## src/rtl/mem_access_stage.sv

```systemverilog
// mem_access_stage: VeSPA MEM stage with EXE/MEM register, data-bus req/ack FSM with timeout
// abort, and MEM/WB register feeding write-back and EXE forwarding.
module mem_access_stage #(
    parameter int DATA_W  = 32,
    parameter int RD_W    = 5,
    parameter int TIMEOUT = 16
) (
    input  logic              i_Clk,
    input  logic              i_Rst,
    input  logic              i_Valid,
    input  logic [DATA_W-1:0] i_AluOut,
    input  logic [DATA_W-1:0] i_AluOp2,
    input  logic [DATA_W-1:0] i_Imm22,
    input  logic [DATA_W-1:0] i_ImmOpX,
    input  logic              i_MemRead,
    input  logic              i_MemWrite,
    input  logic              i_AddrSel,
    input  logic [1:0]        i_WbSel,
    input  logic              i_RegWrite,
    input  logic [RD_W-1:0]   i_Rd,
    output logic              o_MemReq,
    output logic              o_MemWe,
    output logic [DATA_W-1:0] o_MemAddr,
    output logic [DATA_W-1:0] o_MemWData,
    input  logic              i_MemAck,
    input  logic [DATA_W-1:0] i_MemRData,
    output logic              o_Stall,
    output logic [DATA_W-1:0] o_AluOutMem,
    output logic [DATA_W-1:0] o_Immed22Mem,
    output logic              o_WbValid,
    output logic              o_WbRegWrite,
    output logic [RD_W-1:0]   o_WbRd,
    output logic [DATA_W-1:0] o_WbData,
    output logic              o_BusErr
);
    localparam int CW = $clog2(TIMEOUT);

    typedef enum logic [1:0] {IDLE, WAIT, ERR} stateT;

    stateT             state, nextState;
    logic [CW-1:0]     cnt, nextCnt;
    logic              mValid, mMemRead, mMemWrite, mAddrSel, mRegWrite;
    logic [1:0]        mWbSel;
    logic [DATA_W-1:0] mAluOut, mAluOp2, mImm22, mImmOpX;
    logic [RD_W-1:0]   mRd;
    logic              memOp;
    logic [DATA_W-1:0] wbSelData;

    assign memOp        = mValid & (mMemRead | mMemWrite);
    assign o_MemWe      = mMemWrite;
    assign o_MemAddr    = mAddrSel ? mImmOpX : mImm22;
    assign o_MemWData   = mAluOp2;
    assign o_AluOutMem  = mAluOut;
    assign o_Immed22Mem = mImm22;
    assign o_BusErr     = state == ERR;
    assign o_Stall      = memOp & ~(i_MemAck & o_MemReq) & ~o_BusErr;
    // WbSel 11 is reserved and falls through to the ALU result
    assign wbSelData    = mWbSel == 2'b01 ? i_MemRData : mWbSel == 2'b10 ? mImm22 : mAluOut;

    always_comb begin
        o_MemReq  = (state == WAIT) | ((state == IDLE) & memOp);
        nextState = state == IDLE ? ((memOp & ~i_MemAck) ? WAIT : IDLE)
                  : state == WAIT ? (i_MemAck ? IDLE : (cnt == CW'(TIMEOUT - 1)) ? ERR : WAIT)
                  : IDLE;
        nextCnt   = (nextState == WAIT) ? cnt + CW'(1) : '0;
    end

    always_ff @(posedge i_Clk) begin
        if (!i_Rst) begin
            state        <= IDLE;
            cnt          <= '0;
            mValid       <= 1'b0;
            mMemRead     <= 1'b0;
            mMemWrite    <= 1'b0;
            mAddrSel     <= 1'b0;
            mRegWrite    <= 1'b0;
            mWbSel       <= '0;
            mAluOut      <= '0;
            mAluOp2      <= '0;
            mImm22       <= '0;
            mImmOpX      <= '0;
            mRd          <= '0;
            o_WbValid    <= 1'b0;
            o_WbRegWrite <= 1'b0;
            o_WbRd       <= '0;
            o_WbData     <= '0;
        end else begin
            state        <= nextState;
            cnt          <= nextCnt;
            // a stall inserts a bubble into WB and freezes M
            o_WbValid    <= ~o_Stall & mValid;
            o_WbRegWrite <= ~o_Stall & mRegWrite & ~o_BusErr;
            if (!o_Stall) begin
                mValid    <= i_Valid;
                mMemRead  <= i_MemRead;
                mMemWrite <= i_MemWrite;
                mAddrSel  <= i_AddrSel;
                mRegWrite <= i_RegWrite;
                mWbSel    <= i_WbSel;
                mAluOut   <= i_AluOut;
                mAluOp2   <= i_AluOp2;
                mImm22    <= i_Imm22;
                mImmOpX   <= i_ImmOpX;
                mRd       <= i_Rd;
                o_WbRd    <= mRd;
                o_WbData  <= wbSelData;
            end
        end
    end
endmodule

```

## config.mk

```make
export PLATFORM = sky130hd
export DESIGN_NAME = mem_access_stage
export DESIGN_NICKNAME = d
export VERILOG_FILES = /design/src/rtl/mem_access_stage.sv
export SDC_FILE = /design/constraint.sdc
export NUM_CORES = 1
export LEC_CHECK = 0
export BUFFER_PORTS_ARGS = -buffer_cell sky130_fd_sc_hd__buf_2
export CORE_MARGIN = 2
export CORE_UTILIZATION = 43
export CTS_CLUSTER_DIAMETER = 50
export CTS_CLUSTER_SIZE = 8
export DETAILED_ROUTE_END_ITERATION = 10
export PLACE_DENSITY = 0.87
export REMOVE_ABC_BUFFERS = 1
export SLEW_MARGIN = 20
export SYNTH_ARGS = -nofsm -noshare
export SYNTH_HDL_FRONTEND = slang
export SYNTH_SLANG_ARGS = --single-unit
```

## constraint.sdc

```tcl
create_clock -name i_Clk -period 1.2 [get_ports i_Clk]
set_input_delay 0.12 -clock i_Clk [delete_from_list [all_inputs] [get_ports i_Clk]]
set_output_delay 0.12 -clock i_Clk [all_outputs]
set_load 0.01 [all_outputs]
```

; Word level (Yosys, flattened, before mapping)
; Cells that the tools add are included.
[word_totals]
word_cells = 49
in_bits = 175
output_inout_bits = 171
ff_bits = 185
[classes]
reduce_logical = 2
bitwise = 15
add_sub_neg = 1
muxes = 8
n_eq_ne = 6
[op_table]
columns = operator, count
row1 = 2-to-1 mux 32 bit, 3
row2 = AND 1 bit, 9
row3 = 2-to-1 mux 2 bit, 4
row4 = == test 2 x 1 -> 1 bit (second input constant), 3
row5 = adder 4 x 1 -> 4 bit (second input constant), 1
row6 = == test 2 bit (second input constant), 2
row7 = == test 4 bit (second input constant), 1
row8 = NOT 1 bit, 4
row9 = logical NOT 2 bit, 1
row10 = OR 1 bit, 2
row11 = AND reduction 2 bit, 1
row12 = 2-to-1 mux 1 bit, 1

; Logic depth before layout (Yosys ltp)
[logic_depth]
ltp_word = 11
mapped_depth = 7
mapped_depth_nobuf = 6

; Least setup slack after synthesis
; OpenSTA, ideal clock, no wires.
[synth_timing]
kind = register -> register
from = register mWbSel[0]
to = register o_WbData[25]
setup_slack_ns = -0.167
n_path_buf = 2
setup_ns = 0.129
t_arrival_ns = 1.238
t_required_ns = 1.071
stages_incl_launch_ff = 6
cell_sequence = dfxtp_1 > buf_4 > buf_2 > mux2_2 > o21ai_0 > o21ai_0
[synth_between]
elab_chain_len = 3
[synth_lines]
columns = element, line_no
row1 = "start, declared", 43  ; logic [1:0] mWbSel;
row2 = "start signal, assigned", 99  ; mWbSel <= i_WbSel;
row3 = == test 2 bit, 58  ; assign wbSelData = mWbSel == 2'b01 ? i_MemRData : mWbSel == 2'b10 ? mImm22 : mAluOut;
row4 = 2-to-1 mux 32 bit, 58
row5 = 2-to-1 mux 32 bit (*), 58
row6 = "end signal, assigned", 106  ; o_WbData <= wbSelData;
row7 = "end, declared", 33  ; output logic [DATA_W-1:0] o_WbData,
; Mark *: on every way between the ends. The rest lies on a longest branch, timed or not.
; A chain may end at the register's enable or synchronous reset.

; Worst setup path after layout
[layout_timing]
from = register mAddrSel
to = output port o_MemAddr[8]
[layout_between]
elab_chain_len = 1
[layout_lines]
columns = element, line_no
row1 = "start, declared", 42  ; logic mValid, mMemRead, mMemWrite, mAddrSel, mRegWrite;
row2 = "start signal, assigned", 97  ; mAddrSel <= i_AddrSel;
row3 = 2-to-1 mux 32 bit, 51  ; assign o_MemAddr = mAddrSel ? mImmOpX : mImm22;
row4 = "end, declared", 23  ; output logic [DATA_W-1:0] o_MemAddr,
; No other way between the ends.

==> out/results.ini <==
[run_status]
status = finished with violations
violations = negative setup slack

[grt]
grt_pass1_vias = 10150
grt-ovfl-total = 0
grt_usage_pct = 35.82
grt_antenna_before_repair = 2
grt_max_degree = 96
grt_pass1_wl_um = 55740

[critical_path]
crit_slowest_cell = dfxtp_4
worst_setup_path_start_kind = flip-flop
worst_ep_required_time_ps = 1080
path_delay_family = flip-flops
worst-setup-path-type = reg2out
max_stage_delay_ps = 390
crit_cells = 3
reg2reg_depth = 9
crit_path_max_fanout = 16
timing.rr.end = o_AluOutMem[18]
reg2reg_setup_slack_ps = -440
timing.critical_path.buf_inv = 2
path_cells = buf_12, mux2_2, buf_2
arrival_ps = 1530
crit_path_end_kind = primary output
r2r_start = state[1]

[route]
vias_per_cell = 5.714
met2_length_um = 19050
wire_per_inst_um = 22.44
drt-initial-drc-count = 666
highest_layer = met4
first_pass_iters = 7
vias = 9936
antenna_left = 0
drc_errors = 0
wl_met3_um = 3439
drt-total-wl_um = 39030
m1WireLength_um = 13610

[synth]
ys.flop_type = dfxtp_1
synth_edf_count = 0
yosys-top-cells-area = dfxtp_1, nand2_1, a21boi_1, mux2_2, mux2i_1
yosysMostFrequentCell = nand2_1
syn_avg_cell_area_sq_um = 8.521
ys_ff_latch = 185
yosys_warnings = 0
synthCells = 945
synth_common_cells = nand2_1, dfxtp_1, a21boi_1
synthArstFlopShare_pct = 0
synth_sequential_area_ratio_pct = 45.99
synth_top_area_share_pct = 45.99
synth_cell_types = 30
synthesis.area_sq_um = 8053
synth_top_cell_by_area = dfxtp_1

[sta]
period_needed_ps = 1646
fin_ws_ps = -445.8
finalSetupViolations = 215
hold_violations = 0
final-max-slew-violation-count = 0
fmax_mhz = 607.6
rsz0062_at_grt = true
hold_slack_ps = 81.44
worstMarginPinSlew_ps = 396.3
setup_tns_ps = -70990
fin_crit_sh_pct = 137.1
fin_skew_ps = 9.769
slew-limit-headroom_pct = 73.58

[power]
vdd_drop_max_mv = 0.9487
p_leak_nw = 6.780
power_density_nw_per_um2 = 1073
p_total_mw = 16.02

[final_layout]
syn2layout_area_growth_pct = 85.29
nFillCells = 942
num-nets-final = 1666
finalInstanceArea_sq_um = 14920
drive_gt1_share_pct = 54.16
final_cells = 1739
utilization_pct = 80.57

[min_path]
hp-class = in2reg
worstHoldPathCells = 3
min_to = o_WbData[31]
worstHoldStart = i_MemRData[31]

[die]
initial_core_util_pct = 43.49
core-area_sq_um = 18520
die_area_sq_um = 19840
rows = 50
die_w_um = 140.8
fp.dieH_um = 140.8
ios = 346

[clock_network]
cts.sinks = 185
ctsHtreeMaxLevel = 4
cts_tree = built
cts_buffers = 17
clk_path_buf_depth = 2
clk-insertion-delay-late_ps = 430
clk_pin_slew_ps = 80
cts-root-buf = clkbuf_16

[placement]
dpl_cell_area_sq_um = 10290
gp_congestion = 0.8187
hpwl_um = 16930
place_ws_ps = -315.2
numPortBuffers = 345
dp.cells = 1499

[job]
maxCapViolCount = 0

-- state kept, by name, indices dropped and copies added (netlist names) --
name	flops
o_AluOutMem	32
mRd	5
mImmOpX	32
mWbSel	2
o_MemWData	32
cnt	4
o_WbData	32
state	2
o_WbRegWrite	1
mAddrSel	1
mValid	1
o_WbValid	1
o_WbRd	5
o_MemWe	1
mRegWrite	1
o_Immed22Mem	32
mMemRead	1
-- layout make-up --
type | count | area (sq um) | area share (%)
Clock inverter | 13 | 111.4 | 0.7463
Timing Repair Buffer | 602 | 5371 | 36.00
Clock buffer | 19 | 442.9 | 2.969
Inverter | 3 | 16.27 | 0.1090
Sequential cell | 185 | 3724 | 24.96
Tap cell | 234 | 292.8 | 1.962
Antenna cell | 2 | 5.005 | 0.03354
Multi-Input combinational cell | 681 | 4957 | 33.22
-- layer usage --
metal | vias to the layer above | global-route usage, %
met5 | - | 0
met4 | 0 | 23.63
met3 | 241 | 7.609
met2 | 753 | 61.72
met1 | 4664 | 39.99
li1 | 4278 | -
-- where the power goes --
part / internal [mW] / leakage (nW) / switching (mW)
clock network: 2.78 / 0.271 / 2.69
registers: 6.53 / 1.54 / 0.360
logic: 1.94 / 4.97 / 1.71
-- worst max path at each step --
stage | from | slack, ps | to
finish | mAddrSel | -450 | o_MemAddr[8]
global route | mAddrSel | -470 | o_MemAddr[8]
CTS | mAddrSel | -420 | o_MemAddr[29]
detailed placement | state[1] | -320 | o_AluOutMem[21]
global placement | state[1] | -220 | o_AluOutMem[24]
floorplan | state[1] | -4920 | mValid
-- worst register-to-register path: stages, from the launching register on --
cell,delay [ps]
dfxtp_4,360
and2_4,140
o21ai_4,200
inv_6,70
buf_12,150
buf_16,150
buf_12,130
buf_16,140
nand2_1,100
a21boi_1,90
-- cells in the final DEF (no fill, tap or decap), types with 3 or more instances in the layout --
cell,n
o21ai_1,16
mux2_2,42
dfxtp_2,7
buf_6,31
nand3_1,7
clkbuf_16,18
o21ai_2,23
buf_16,31
inv_6,5
buf_12,38
buf_2,324
mux2i_1,31
dfxtp_4,3
o21ai_0,24
dfxtp_1,175
nand2_4,22
nand3_2,25
buf_4,26
mux2_4,21
nand2_2,121
nand2_1,178
a21boi_2,42
buf_8,11
a21boi_1,101
inv_8,3
dlygate4sd3_1,140
nor2_1,3
-- what timing repair did --
action	CTS	global route
gates resized for setup	355	129
pin swaps	265	35
hold buffers	140	0
setup endpoints to repair	217	215
cloned	33	1
setup buffers	31	13
endpoints found under the hold margin	140	0
-- kinds of logic (layout without fill, tap and decap cells) --
group | count (synthesis) | count (layout) | synth area share, %
and+or+nand+nor | 370 | 370 | 18.07
AOI/OAI and AO/OA | 213 | 213 | 17.88
DFF | 185 | 185 | 45.99
muxes | 94 | 94 | 12.66
buffers and inverters | 79 | 637 | 4.910
xor gates and xnor gates | 3 | 3 | 0.3263
adders and majority gates | 1 | 1 | 0.1554
other | 0 | 2 | 0
(Power assumes the default switching activity.)
